[src/rtl/norm_32.sv]
// -----------------------------------------------------------------------------
// norm_32 -- iterative 32-bit normalizer
//
// Finds the left-shift amount that normalizes a 32-bit word. It returns the
// shifted word and the amount, either as a leading-zero count (arith=0) or as
// a redundant-sign-bit count (arith=1). One binary-search stage (16, 8, 4, 2,
// 1) is resolved per cycle, so every operation takes exactly 5 cycles from
// acceptance to result.
//
// Ports
//   clk          rising-edge clock
//   rst_n        synchronous active-low reset
//   in_valid_i   operand present
//   in_ready_o   block can accept an operand (IDLE only)
//   a_i          operand
//   arith_i      0: count leading zeros, 1: count redundant sign bits
//   out_valid_o  result present (DONE only)
//   out_ready_i  consumer takes the result
//   q_o          normalized word (a_i << cnt_o, zero-filled)
//   cnt_o        shift amount, 0..32
//   z_o          operand was zero
// -----------------------------------------------------------------------------
module norm_32 (
    input  logic        clk,
    input  logic        rst_n,
    input  logic        in_valid_i,
    output logic        in_ready_o,
    input  logic [31:0] a_i,
    input  logic        arith_i,
    output logic        out_valid_o,
    input  logic        out_ready_i,
    output logic [31:0] q_o,
    output logic [5:0]  cnt_o,
    output logic        z_o
);

    typedef enum logic [2:0] {
        IDLE = 3'd0,
        S16  = 3'd1,
        S8   = 3'd2,
        S4   = 3'd3,
        S2   = 3'd4,
        S1   = 3'd5,
        DONE = 3'd6
    } state_t;

    state_t      state_q, state_d;
    logic [31:0] x_q, x_d;
    logic [5:0]  cnt_q, cnt_d;
    logic        mode_q, mode_d;
    logic        z_q, z_d;

    // In sign mode, "top n+1 bits all equal" is the same as "top n bits of
    // x XOR (x<<1) are all zero", so both modes share one zero test.
    logic [31:0] probe;
    assign probe = mode_q ? (x_q ^ {x_q[30:0], 1'b0}) : x_q;

    // Per-stage candidates: index 0 is the 16-bit stage, index 4 the 1-bit one.
    logic [4:0]  stage_hit;
    logic [31:0] stage_x   [5];
    logic [5:0]  stage_amt [5];

    genvar gi;
    generate
        for (gi = 0; gi < 5; gi++) begin : g_stage
            localparam int N = 16 >> gi;
            assign stage_hit[gi] = ~|probe[31:32-N];
            assign stage_x[gi]   = x_q << N;
            assign stage_amt[gi] = 6'(N);
        end
    endgenerate

    logic [2:0] sel;
    logic       active;

    always_comb begin
        state_d = state_q;
        x_d     = x_q;
        cnt_d   = cnt_q;
        mode_d  = mode_q;
        z_d     = z_q;
        sel     = 3'd0;
        active  = 1'b0;

        case (state_q)
            IDLE: begin
                if (in_valid_i) begin
                    x_d     = a_i;
                    cnt_d   = 6'd0;
                    mode_d  = arith_i;
                    z_d     = (a_i == 32'd0);
                    state_d = S16;
                end
            end
            S16: begin sel = 3'd0; active = 1'b1; state_d = S8;   end
            S8:  begin sel = 3'd1; active = 1'b1; state_d = S4;   end
            S4:  begin sel = 3'd2; active = 1'b1; state_d = S2;   end
            S2:  begin sel = 3'd3; active = 1'b1; state_d = S1;   end
            S1:  begin sel = 3'd4; active = 1'b1; state_d = DONE; end
            DONE: begin
                if (out_ready_i) begin
                    state_d = IDLE;
                end
            end
            default: state_d = IDLE;
        endcase

        if (active && stage_hit[sel]) begin
            x_d   = stage_x[sel];
            cnt_d = cnt_q + stage_amt[sel];
        end

        // The greedy stage sum saturates at 31; a zero operand in
        // leading-zero mode really needs 32.
        if (state_q == S1 && !mode_q && z_q) begin
            cnt_d = 6'd32;
        end
    end

    always_ff @(posedge clk) begin
        if (!rst_n) begin
            state_q <= IDLE;
            x_q     <= 32'd0;
            cnt_q   <= 6'd0;
            mode_q  <= 1'b0;
            z_q     <= 1'b0;
        end else begin
            state_q <= state_d;
            x_q     <= x_d;
            cnt_q   <= cnt_d;
            mode_q  <= mode_d;
            z_q     <= z_d;
        end
    end

    assign in_ready_o  = (state_q == IDLE);
    assign out_valid_o = (state_q == DONE);
    assign q_o         = x_q;
    assign cnt_o       = cnt_q;
    assign z_o         = z_q;

endmodule

[config.mk]
export PLATFORM = sky130hd
export DESIGN_NAME = norm_32
export DESIGN_NICKNAME = d
export VERILOG_FILES = /design/src/rtl/norm_32.sv
export SDC_FILE = /design/constraint.sdc
export NUM_CORES = 1
export LEC_CHECK = 0
export BUFFER_PORTS_ARGS = -buffer_cell sky130_fd_sc_hd__buf_2
export CAP_MARGIN = 25
export CELL_PAD_IN_SITES_DETAIL_PLACEMENT = 1
export CELL_PAD_IN_SITES_GLOBAL_PLACEMENT = 1
export CORE_ASPECT_RATIO = 2
export CORE_MARGIN = 2
export CORE_UTILIZATION = 42
export CTS_CLUSTER_DIAMETER = 50
export CTS_CLUSTER_SIZE = 10
export DETAILED_ROUTE_END_ITERATION = 16
export GPL_TIMING_DRIVEN = 0
export HOLD_SLACK_MARGIN = 0.03
export PLACE_DENSITY_LB_ADDON = 0.3
export RECOVER_POWER = 100
export SYNTH_ARGS = -nofsm -noshare
export SYNTH_HDL_FRONTEND = slang
export SYNTH_SLANG_ARGS = --single-unit
[constraint.sdc]
create_clock -name clk -period 6.08 [get_ports clk]
set_input_delay 0.912 -clock clk [delete_from_list [all_inputs] [get_ports clk]]
set_output_delay 0.912 -clock clk [all_outputs]
set_load 0.01 [all_outputs]
==> run_results.csv, run 1 <==
group,metric,value,unit
clocking,clock_sinks,43,
timing,finalSetupViolations,0,
clocking,hold_buffers,0,
placement,gp_congestion,0.975,
routing,drtAntennaViolNets,0,
placement,portBuffers,77,
yosys,syn_area,3210,sq um
yosys,yosysTopAreaCell,"dfxtp_1",
power,sw_frac_of_total,42.4,%
yosys,ys.warnings.count,0,
routing,wirelength,15.1,mm
routing,viasPerCell,6.66,
clocking,path_clk_slew,0.07,ns
floorplanning,die_h,128,um
routing,drtIter0Drc,410,
routing,met3_length,1.21,mm
yosys,yosysMostFrequentCell,"nand2_1",
cells_and_area,drive_gt1_share,9.16,%
hold_path,hp-class,"flip-flop to flip-flop",
timing,setup_ws,2.12,ns
grt,grt_pass1_wl,23.6,mm
clocking,numCtsBuffers,5,
cells_and_area,n_fill_cell,1033,
floorplanning,die_x,65.8,um
timing,relSlewSlack,32.0,%
timing,rsz0062_at_grt,"no",
cells_and_area,final_core_util,50.2,%
yosys,synth_area_leaders,"dfxtp_1, nand2_1, a221oi_1, a311oi_1, nor2_1",
power,p_total,1.03,mW
routing,vias,4115,
yosys,syn_avg_cell_area,7.31,sq um
worst_setup_path,end_kind,"flip-flop",
clocking,worst_skew_pair.late_latency,0.30,ns
floorplanning,std_cell_rows,45,
routing,wl_met1,5.75,mm
clocking,htree_levels,2,
routing,route.met2.wl,7.25,mm
run_status,status,"finished clean",
timing,fin_crit_sh,65.2,%
routing,top_layer_used,"met4",
worst_setup_path,crit_required,6.29,ns
power,pwr-share-seq,39.6,%
timing,fin_skew,0.00453,ns
power,p_comb_share,33.8,%
placement,post-place-ws,2.61,ns
grt,overflow,0,
yosys,ys_seq_elements,43,
grt,track_usage,37.6,%
timing,finalHoldViolCount,0,
power,leakage,1.35,nW
yosys,syn_inst,439,
cells_and_area,diodes,0,
yosys,synth_flop_cell,"dfxtp_1",
yosys,synthArstFlopShare,0,%
timing,fin_crit,3.96,ns
cells_and_area,final_cells,618,
floorplanning,die_area,8400,sq um
clocking,cts_resized,0,
floorplanning,coreArea,7490,sq um
grt,first_global_vias,4194,
cells_and_area,syn_to_final_growth,17.2,%
cells_and_area,finalInstanceArea,3760,sq um
clocking,cts_tree,"done",
routing,route.detailed.drc,0,
power,vdd.ir_drop.worst,0.000150,V
yosys,ys_types,53,
worst_setup_path,crit_fanout,11,
clocking,clock-root-buffer,"clkbuf_16",
flow_run,max_cap_violations,0,
grt,grt_start_max_net_pins,14,
floorplanning,initial_core_util,42.9,%
timing,worst_pin_slew,1.01,ns
timing,timing.fmax,0.252,GHz
floorplanning,num_io_pins,78,
worst_setup_path,crit_arrival,4.18,ns
clocking,cts_setup_buffers,0,
yosys,ys_seq_area_share,26.8,%
placement,dp_hpwl,11.2,mm
yosys,synth_top_area_share,26.8,%
yosys,syn_nets,482,
clocking,clockBufferDepth,2,
yosys,synth_common_cells,"nand2_1, dfxtp_1, nor2_1",
timing,tns,0,ns
cells_and_area,nets,566,
power,clkPwrFrac,26.5,%
worst_setup_path,worstSetupStartpointType,"flip-flop",
routing,routedWlPerCell,24.4,um
timing,slew_viol_final,0,
placement,dp.cells,610,
routing,dr.pass1.iters,5,
grt,antenna_found_initial,0,
timing,hold_ws,0.498,ns
power,p_int,596,uW
yosys,synth_edf_count,0,
power,switchingPower,438,uW
worst_setup_path,criticalPathCategory,"flip-flop to flip-flop",
placement,placed_cell_area,3710,sq um
power,power_density,275,nW/um^2
[flip-flops by register name, summed over array words and instances (netlist names)]
signal,flops
z_o,1
cnt_o,6
state_q,3
q_o,32
mode_q,1
[final cells by class]
class	count	area, sq um	share of cell area [%]
Multi-Input combinational cell	345	2110	56.0
Inverter	4	15.0	0.399
Clock buffer	6	129	3.43
Tap cell	94	118	3.13
Clock inverter	2	12.5	0.333
Sequential cell	43	861	22.9
Buffer	47	185	4.92
Timing Repair Buffer	77	334	8.88
[cells by family (layout without fill, tap and decap cells)]
logic type | count (synthesis) | count (layout) | synth area share [%]
and+or+nand+nor | 192 | 192 | 27.2
AOI/OAI and AO/OA | 139 | 139 | 33.3
buffers and inverters | 51 | 136 | 7.52
DFF | 43 | 43 | 26.8
adders and majority gates | 6 | 6 | 2.57
xor gates and xnor gates | 4 | 4 | 1.33
muxes | 4 | 4 | 1.29
[final timing paths]
path | end | slack, ns | start | depth (start not counted)
min | cnt_o[3] | 0.50 | cnt_o[3] | 2
max reg2reg | cnt_o[5] | 2.12 | state_q[2] | 11
min reg2reg | cnt_o[3] | 0.50 | cnt_o[3] | 2
max | cnt_o[5] | 2.12 | state_q[2] | 11
[routing by layer]
metal  track usage, %  vias to the layer above
met1             45.6                     1935
met4             22.2                        0
met5                0                        -
li1                 -                     1844
met2             60.5                      266
met3             6.69                       70
[layout by cell type (no fill, tap or decap), drive strengths merged, types with 2 or more instances in the layout]
master	n
a211o	2
a211oi	11
a21o	2
a21oi	22
a221oi	34
a22o	7
a22oi	6
a311oi	29
a31oi	3
a32o	2
and2	5
and3	9
buf	43
clkbuf	87
clkinv	2
dfxtp	43
ha	5
inv	3
mux2i	3
nand2	87
nand2b	3
nand3	5
nand3b	2
nand4	7
nor2	43
nor2b	4
nor3	7
nor4	14
o21ai	11
xnor2	3
[critical path: stages (launching register included)]
cell and delay [ns]:
dfxtp_1 0.31, clkbuf_1 0.38, inv_1 0.15, clkbuf_1 0.28, nor3_1 0.54, clkbuf_1 0.70
ha_1 0.37, a21o_1 0.16, a21oi_1 0.25, o21ai_0 0.21, or3_1 0.40, o211ai_1 0.11
[power groups by stage]
stage               Combinational [mW]  Sequential (mW)  Clock [mW]
floorplan                        0.213            0.392           0
global placement                 0.353            0.408           0
global route                     0.383            0.413       0.286
CTS                              0.362            0.403       0.275
finish                           0.350            0.410       0.274
detailed placement               0.359            0.408           0
Power figures use the tool's default switching activity.
==> run 2: changes to the inputs <==
--- a/config.mk
+++ b/config.mk
@@ -11,7 +11,7 @@
 export CELL_PAD_IN_SITES_GLOBAL_PLACEMENT = 1
 export CORE_ASPECT_RATIO = 2
 export CORE_MARGIN = 2
-export CORE_UTILIZATION = 42
+export CORE_UTILIZATION = 39
 export CTS_CLUSTER_DIAMETER = 50
 export CTS_CLUSTER_SIZE = 10
 export DETAILED_ROUTE_END_ITERATION = 16
==> constraint.sdc (replaced) <==
create_clock -name clk -period 3.9 [get_ports clk]
set_input_delay 0.585 -clock clk [delete_from_list [all_inputs] [get_ports clk]]
set_output_delay 0.585 -clock clk [all_outputs]
set_load 0.01 [all_outputs]
==> run_results.csv, run 2 (same netlist as run 1, synthesis figures left out) <==
group,metric,value,unit
worst_setup_path,slowest_delay,0.53,ns
cells_and_area,n_fill_cell,1074,
routing,drtAntennaViolNets,0,
timing,finalSetupViolations,0,
timing,fin_skew,0.00412,ns
cells_and_area,nets,567,
worst_setup_path,worstSetupStartpointType,"flip-flop",
floorplanning,die_area,9020,sq um
clocking,cts_resized,0,
routing,dr.pass1.iters,7,
grt,overflow,0,
worst_setup_path,crit_arrival,3.57,ns
clocking,cts_setup_buffers,0,
routing,routedWlPerCell,24.6,um
worst_setup_path,crit_family,"buffers and inverters",
placement,dp_hpwl,11.7,mm
grt,grt_pass1_wl,22.9,mm
timing,slew_viol_final,0,
flow_run,max_cap_violations,0,
routing,route.detailed.drc,0,
clocking,numCtsBuffers,5,
grt,grt_start_max_net_pins,15,
clocking,clockBufferDepth,2,
routing,drtIter0Drc,332,
floorplanning,coreArea,7940,sq um
worst_setup_path,crit_slowest_cell,"clkbuf_1",
routing,vias,4191,
clocking,clock_sinks,43,
routing,viasPerCell,6.75,
clocking,clock-root-buffer,"clkbuf_16",
clocking,cts_tree,"done",
cells_and_area,final_core_util,47.6,%
hold_path,hp-class,"flip-flop to flip-flop",
grt,track_usage,34.6,%
worst_setup_path,path_cells,"buf_2, inv_1, clkbuf_1, nor3_1, clkbuf_1, ha_1, a21o_1, a21oi_1, o21ai_0, or3_1, o211ai_1",
placement,portBuffers,77,
floorplanning,num_io_pins,78,
clocking,htree_levels,2,
floorplanning,std_cell_rows,46,
timing,rsz0062_at_grt,"no",
clocking,path_clk_slew,0.07,ns
cells_and_area,syn_to_final_growth,17.8,%
clocking,hold_buffers,0,
worst_setup_path,cp.depth,11,
grt,antenna_found_initial,0,
worst_setup_path,criticalPathCategory,"flip-flop to flip-flop",
cells_and_area,layout_commonest_cell,"nand2_1",
timing,fin_crit_sh,85.6,%
worst_setup_path,cpMostUsedCell,"clkbuf_1",
power,vdd.ir_drop.worst,0.000263,V
floorplanning,initial_core_util,40.4,%
worst_setup_path,crit_fanout,11,
floorplanning,die_x,68.2,um
timing,tns,0,ns
timing,fin_crit,3.34,ns
worst_setup_path,end_kind,"flip-flop",
cells_and_area,drive_gt1_share,9.71,%
worst_setup_path,ff2ff_path_depth,11,
cells_and_area,diodes,0,
floorplanning,die_h,132,um
power,power_density,436,nW/um^2
cells_and_area,final_cell_mix,"nand2_1, clkbuf_1, nor2_1, dfxtp_1, buf_2",
hold_path,whs_path_depth,2,
timing,worst_pin_slew,1.04,ns
worst_setup_path,path_buf_inv,4,
grt,first_global_vias,4126,
run_status,status,"finished clean",
placement,gp_congestion,0.944,
power,leakage,1.37,nW
worst_setup_path,crit_required,4.13,ns
timing,timing.fmax,0.299,GHz
timing,finalHoldViolCount,0,
clocking,worst_skew_pair.late_latency,0.30,ns
routing,wirelength,15.3,mm
timing,relSlewSlack,30.2,%
cells_and_area,largest_register_ffs,32,
run 2: metrics by stage:
| stage | instances | instance area, sq um | worst slack, ns | total power, mW | hold WS, ns |
|---|---|---|---|---|---|
| finish | 621 | 3780 | 0.560 | 1.65 | 0.494 |
| detailed placement | 612 | 3720 | 0.616 | 1.21 | 0.486 |
| floorplan | 439 | 3210 | 1.31 | 0.944 | 0.504 |
| CTS | 620 | 3870 | 0.607 | 1.66 | 0.496 |
| global route | 621 | 3780 | 0.338 | 1.71 | 0.518 |
| global placement | 612 | 3720 | 0.652 | 1.19 | 0.476 |
run 2: per-layer routing:
layer	global-route usage (%)	up-vias	share of wire, %
li1	-	1849	-
met1	37.0	2012	35
met2	56.7	241	50
met3	5.38	89	6.3
met4	28.4	0	9.5
met5	0	-	0
run 2: layout make-up:
class	instances	area [sq um]	share of cell area, %
clock buffers	6	139	3.67
well taps	96	120	3.17
plain buffers	47	186	4.93
flip-flops and latches	43	861	22.8
multi-input cells	345	2110	55.8
inverters	4	15.0	0.397
repair buffers	78	339	8.96
clock inverters	2	13.8	0.364
run 2: path summary, 6_finish.rpt:
| path | to | from | slack, ns |
|---|---|---|---|
| max reg2reg | cnt_o[5] | state_q[2] | 0.56 |
| max | cnt_o[5] | state_q[2] | 0.56 |
| min reg2reg | cnt_o[3] | cnt_o[3] | 0.49 |
| min | cnt_o[3] | cnt_o[3] | 0.49 |
run 2: worst reg2reg max path, stage by stage (launching register included):
cell and delay (ns):
dfxtp_1 0.30, buf_2 0.24, inv_1 0.11, clkbuf_1 0.28, nor3_1 0.42, clkbuf_1 0.53
ha_1 0.36, a21o_1 0.16, a21oi_1 0.25, o21ai_0 0.17, or3_1 0.36, o211ai_1 0.09
run 2: power by group:
part           switching [mW]  internal [mW]  leakage [nW]  total (mW)
clock                   0.198          0.257        0.0772       0.455
sequential              0.146          0.499         0.352       0.645
combinational           0.356          0.194         0.945       0.550
total                   0.700          0.949          1.37        1.65
==> run 3: changes to the inputs <==
--- a/config.mk
+++ b/config.mk
@@ -5,13 +5,14 @@
 export SDC_FILE = /design/constraint.sdc
 export NUM_CORES = 1
 export LEC_CHECK = 0
+export ABC_AREA = 1
 export BUFFER_PORTS_ARGS = -buffer_cell sky130_fd_sc_hd__buf_2
 export CAP_MARGIN = 25
 export CELL_PAD_IN_SITES_DETAIL_PLACEMENT = 1
 export CELL_PAD_IN_SITES_GLOBAL_PLACEMENT = 1
 export CORE_ASPECT_RATIO = 2
-export CORE_MARGIN = 2
-export CORE_UTILIZATION = 39
+export CORE_MARGIN = 8
+export CORE_UTILIZATION = 37
 export CTS_CLUSTER_DIAMETER = 50
 export CTS_CLUSTER_SIZE = 10
 export DETAILED_ROUTE_END_ITERATION = 16
@@ -19,6 +20,7 @@
 export HOLD_SLACK_MARGIN = 0.03
 export PLACE_DENSITY_LB_ADDON = 0.3
 export RECOVER_POWER = 100
+export SETUP_SLACK_MARGIN = 0.4
 export SYNTH_ARGS = -nofsm -noshare
 export SYNTH_HDL_FRONTEND = slang
 export SYNTH_SLANG_ARGS = --single-unit
==> run_results.csv, run 3 <==
group,metric,value,unit
timing,worst_pin_slew,0.741,ns
timing,tns,0,ns
grt,track_usage,29.1,%
placement,dp_hpwl,15.4,mm
floorplanning,die_h,153,um
worst_setup_path,crit_required,4.06,ns
power,power_density,716,nW/um^2
grt,overflow,0,
cells_and_area,final_cells,792,
yosys,ys_types,29,
clocking,worst_skew_pair.late_latency,0.30,ns
yosys,synth-xor-area-share,0,%
timing,fin_skew,0.00662,ns
worst_setup_path,path_buf_inv,4,
clocking,cts_setup_buffers,0,
floorplanning,coreArea,9260,sq um
cells_and_area,diodes,0,
timing,fin_crit_sh,80.2,%
timing,finalSetupViolations,0,
yosys,synth_top_family_by_area,"simple AND/OR/NAND/NOR gates",
worst_setup_path,crit_fanout,10,
yosys,ys.warnings.count,0,
cells_and_area,n_fill_cell,1354,
yosys,synth_fa_ha_area_share,2.37,%
routing,vias,4723,
timing,rsz0062_at_grt,"no",
floorplanning,initial_core_util,37.7,%
hold_path,hp-class,"flip-flop to flip-flop",
worst_setup_path,slowest_delay,0.49,ns
cells_and_area,drive_gt1_share,11.0,%
clocking,clockBufferDepth,2,
power,p_total,2.93,mW
yosys,yosysTopAreaCell,"dfxtp_1",
timing,finalHoldViolCount,0,
worst_setup_path,end_kind,"flip-flop",
yosys,synth_area_leaders,"dfxtp_1, nand2_1, a21oi_1, nand4_1, nand3_1",
grt,antenna_found_initial,0,
floorplanning,std_cell_rows,50,
grt,grt_start_max_net_pins,14,
yosys,yosys.area_share.simple,43.0,%
worst_setup_path,crit_slowest_cell,"clkbuf_1",
routing,routedWlPerCell,23.9,um
timing,slew_viol_final,0,
yosys,synth_compound_area_share,19.2,%
cells_and_area,layout_commonest_cell,"nand2_1",
yosys,synthArstFlopShare,0,%
clocking,clock-root-buffer,"clkbuf_16",
yosys,ys_seq_elements,43,
yosys,syn_avg_cell_area,5.79,sq um
timing,relSlewSlack,50.6,%
grt,first_global_vias,5187,
grt,grt_pass1_wl,28.6,mm
cells_and_area,syn_to_final_growth,17.2,%
power,vdd.ir_drop.worst,0.000365,V
timing,hold_ws,0.515,ns
yosys,yosysMostFrequentCell,"nand2_1",
yosys,synth_mux_area_share,0,%
worst_setup_path,worstSetupStartpointType,"flip-flop",
worst_setup_path,criticalPathCategory,"flip-flop to flip-flop",
placement,gp_congestion,0.932,
power,leakage,1.73,nW
cells_and_area,nets,730,
routing,viasPerCell,5.96,
flow_run,max_cap_violations,0,
yosys,syn_inst,603,
worst_setup_path,crit_arrival,3.29,ns
routing,drtIter0Drc,210,
worst_setup_path,cpMostUsedCell,"nand2_1",
yosys,ys_seq_area_share,24.7,%
run_status,status,"finished clean",
clocking,cts_resized,0,
timing,fin_crit,3.13,ns
yosys,synth_common_cells,"nand2_1, a21oi_1, dfxtp_1",
clocking,cts_tree,"done",
cells_and_area,seq_area,861,sq um
cells_and_area,final_cell_mix,"nand2_1, a21oi_1, clkbuf_1",
yosys,synth_edf_count,0,
placement,portBuffers,77,
worst_setup_path,crit_family,"simple AND/OR/NAND/NOR gates",
clocking,path_clk_slew,0.07,ns
routing,drtAntennaViolNets,0,
cells_and_area,multiInputGateArea,2240,sq um
cells_and_area,largest_register_ffs,32,
routing,route.detailed.drc,0,
timing,timing.fmax,0.320,GHz
placement,dp.cells,784,
routing,wirelength,18.9,mm
floorplanning,num_io_pins,78,
floorplanning,die_x,84.7,um
floorplanning,die_area,13000,sq um
yosys,synth_flop_cell,"dfxtp_1",
yosys,syn_area,3490,sq um
clocking,clock_sinks,43,
worst_setup_path,path_cells,"clkbuf_1, inv_1, nand3_1, nand2_1, a21oi_1, nand3_1, nand2_1, clkbuf_1, buf_6, nand2_1, nand2_1, a21oi_1",
yosys,syn_nets,646,
cells_and_area,final_core_util,44.2,%
yosys,synth_top_area_share,24.7,%
clocking,htree_levels,2,
clocking,numCtsBuffers,5,
routing,dr.pass1.iters,6,
clocking,hold_buffers,0,
-- run 3: changes by cell type in the layout (fill, tap and decap cells not counted), moves of 28 or more --
cell	delta
nand3_1	+39
inv_1	+35
a221oi_1	-34
nand4_1	+35
a21oi_1	+49
a311oi_1	-28
nand2_1	+100
-- run 3: metrics by stage --
stage / cell area [sq um] / setup WS, ns
after floorplan: 3490 / 1.82
after global placement: 4010 / 1.08
after global routing: 4090 / 0.583
after CTS: 4170 / 1.03
final: 4090 / 0.771
after detailed placement: 4010 / 1.04
-- run 3: worst paths after layout --
kind / from / to / slack [ns] / cells past startpoint
setup / recovery: state_q[2] / q_o[1] / 0.77 / 12
setup reg to reg: state_q[2] / q_o[1] / 0.77 / 12
hold / removal: cnt_o[4] / cnt_o[4] / 0.52 / 2
hold reg to reg: cnt_o[4] / cnt_o[4] / 0.52 / 2
-- run 3: routing by layer --
metal | up-vias | share of wire, % | GRT usage [%]
li1 | 2210 | - | -
met1 | 2282 | 34 | 26.1
met2 | 157 | 54 | 54.8
met3 | 74 | 3.3 | 3.76
met4 | 0 | 9.0 | 25.3
met5 | - | 0 | 0
-- run 3: report_power, final --
group	internal, mW	leakage (nW)	switching (mW)	total [mW]
Sequential	0.546	0.352	0.162	0.708
Combinational	0.504	1.30	1.25	1.75
Clock	0.273	0.0761	0.200	0.473
Total	1.32	1.73	1.61	2.93
-- run 3: cells by family (layout without fill, tap and decap cells) --
kind of cell | Yosys count | after routing
compound gates | 127 | 127
flops | 43 | 43
fa+ha+maj | 6 | 6
simple gates | 339 | 339
buf+inv | 88 | 173
-- run 3: layout make-up --
cell class / instances / share of cell area [%]
Tap cell: 104 / 3.18
Buffer: 42 / 4.86
Inverter: 46 / 4.22
Clock inverter: 1 / 0.183
Sequential cell: 43 / 21.0
Timing Repair Buffer: 77 / 8.16
Multi-Input combinational cell: 472 / 54.6
Clock buffer: 7 / 3.73
-- run 3: worst reg2reg max path, cell delays in order, from the launching register on --
cell and delay, ns:
dfxtp_1 0.31, clkbuf_1 0.30, inv_1 0.15, nand3_1 0.27, nand2_1 0.27, a21oi_1 0.21, nand3_1 0.27, nand2_1 0.18
clkbuf_1 0.49, buf_6 0.25, nand2_1 0.07, nand2_1 0.14, a21oi_1 0.09
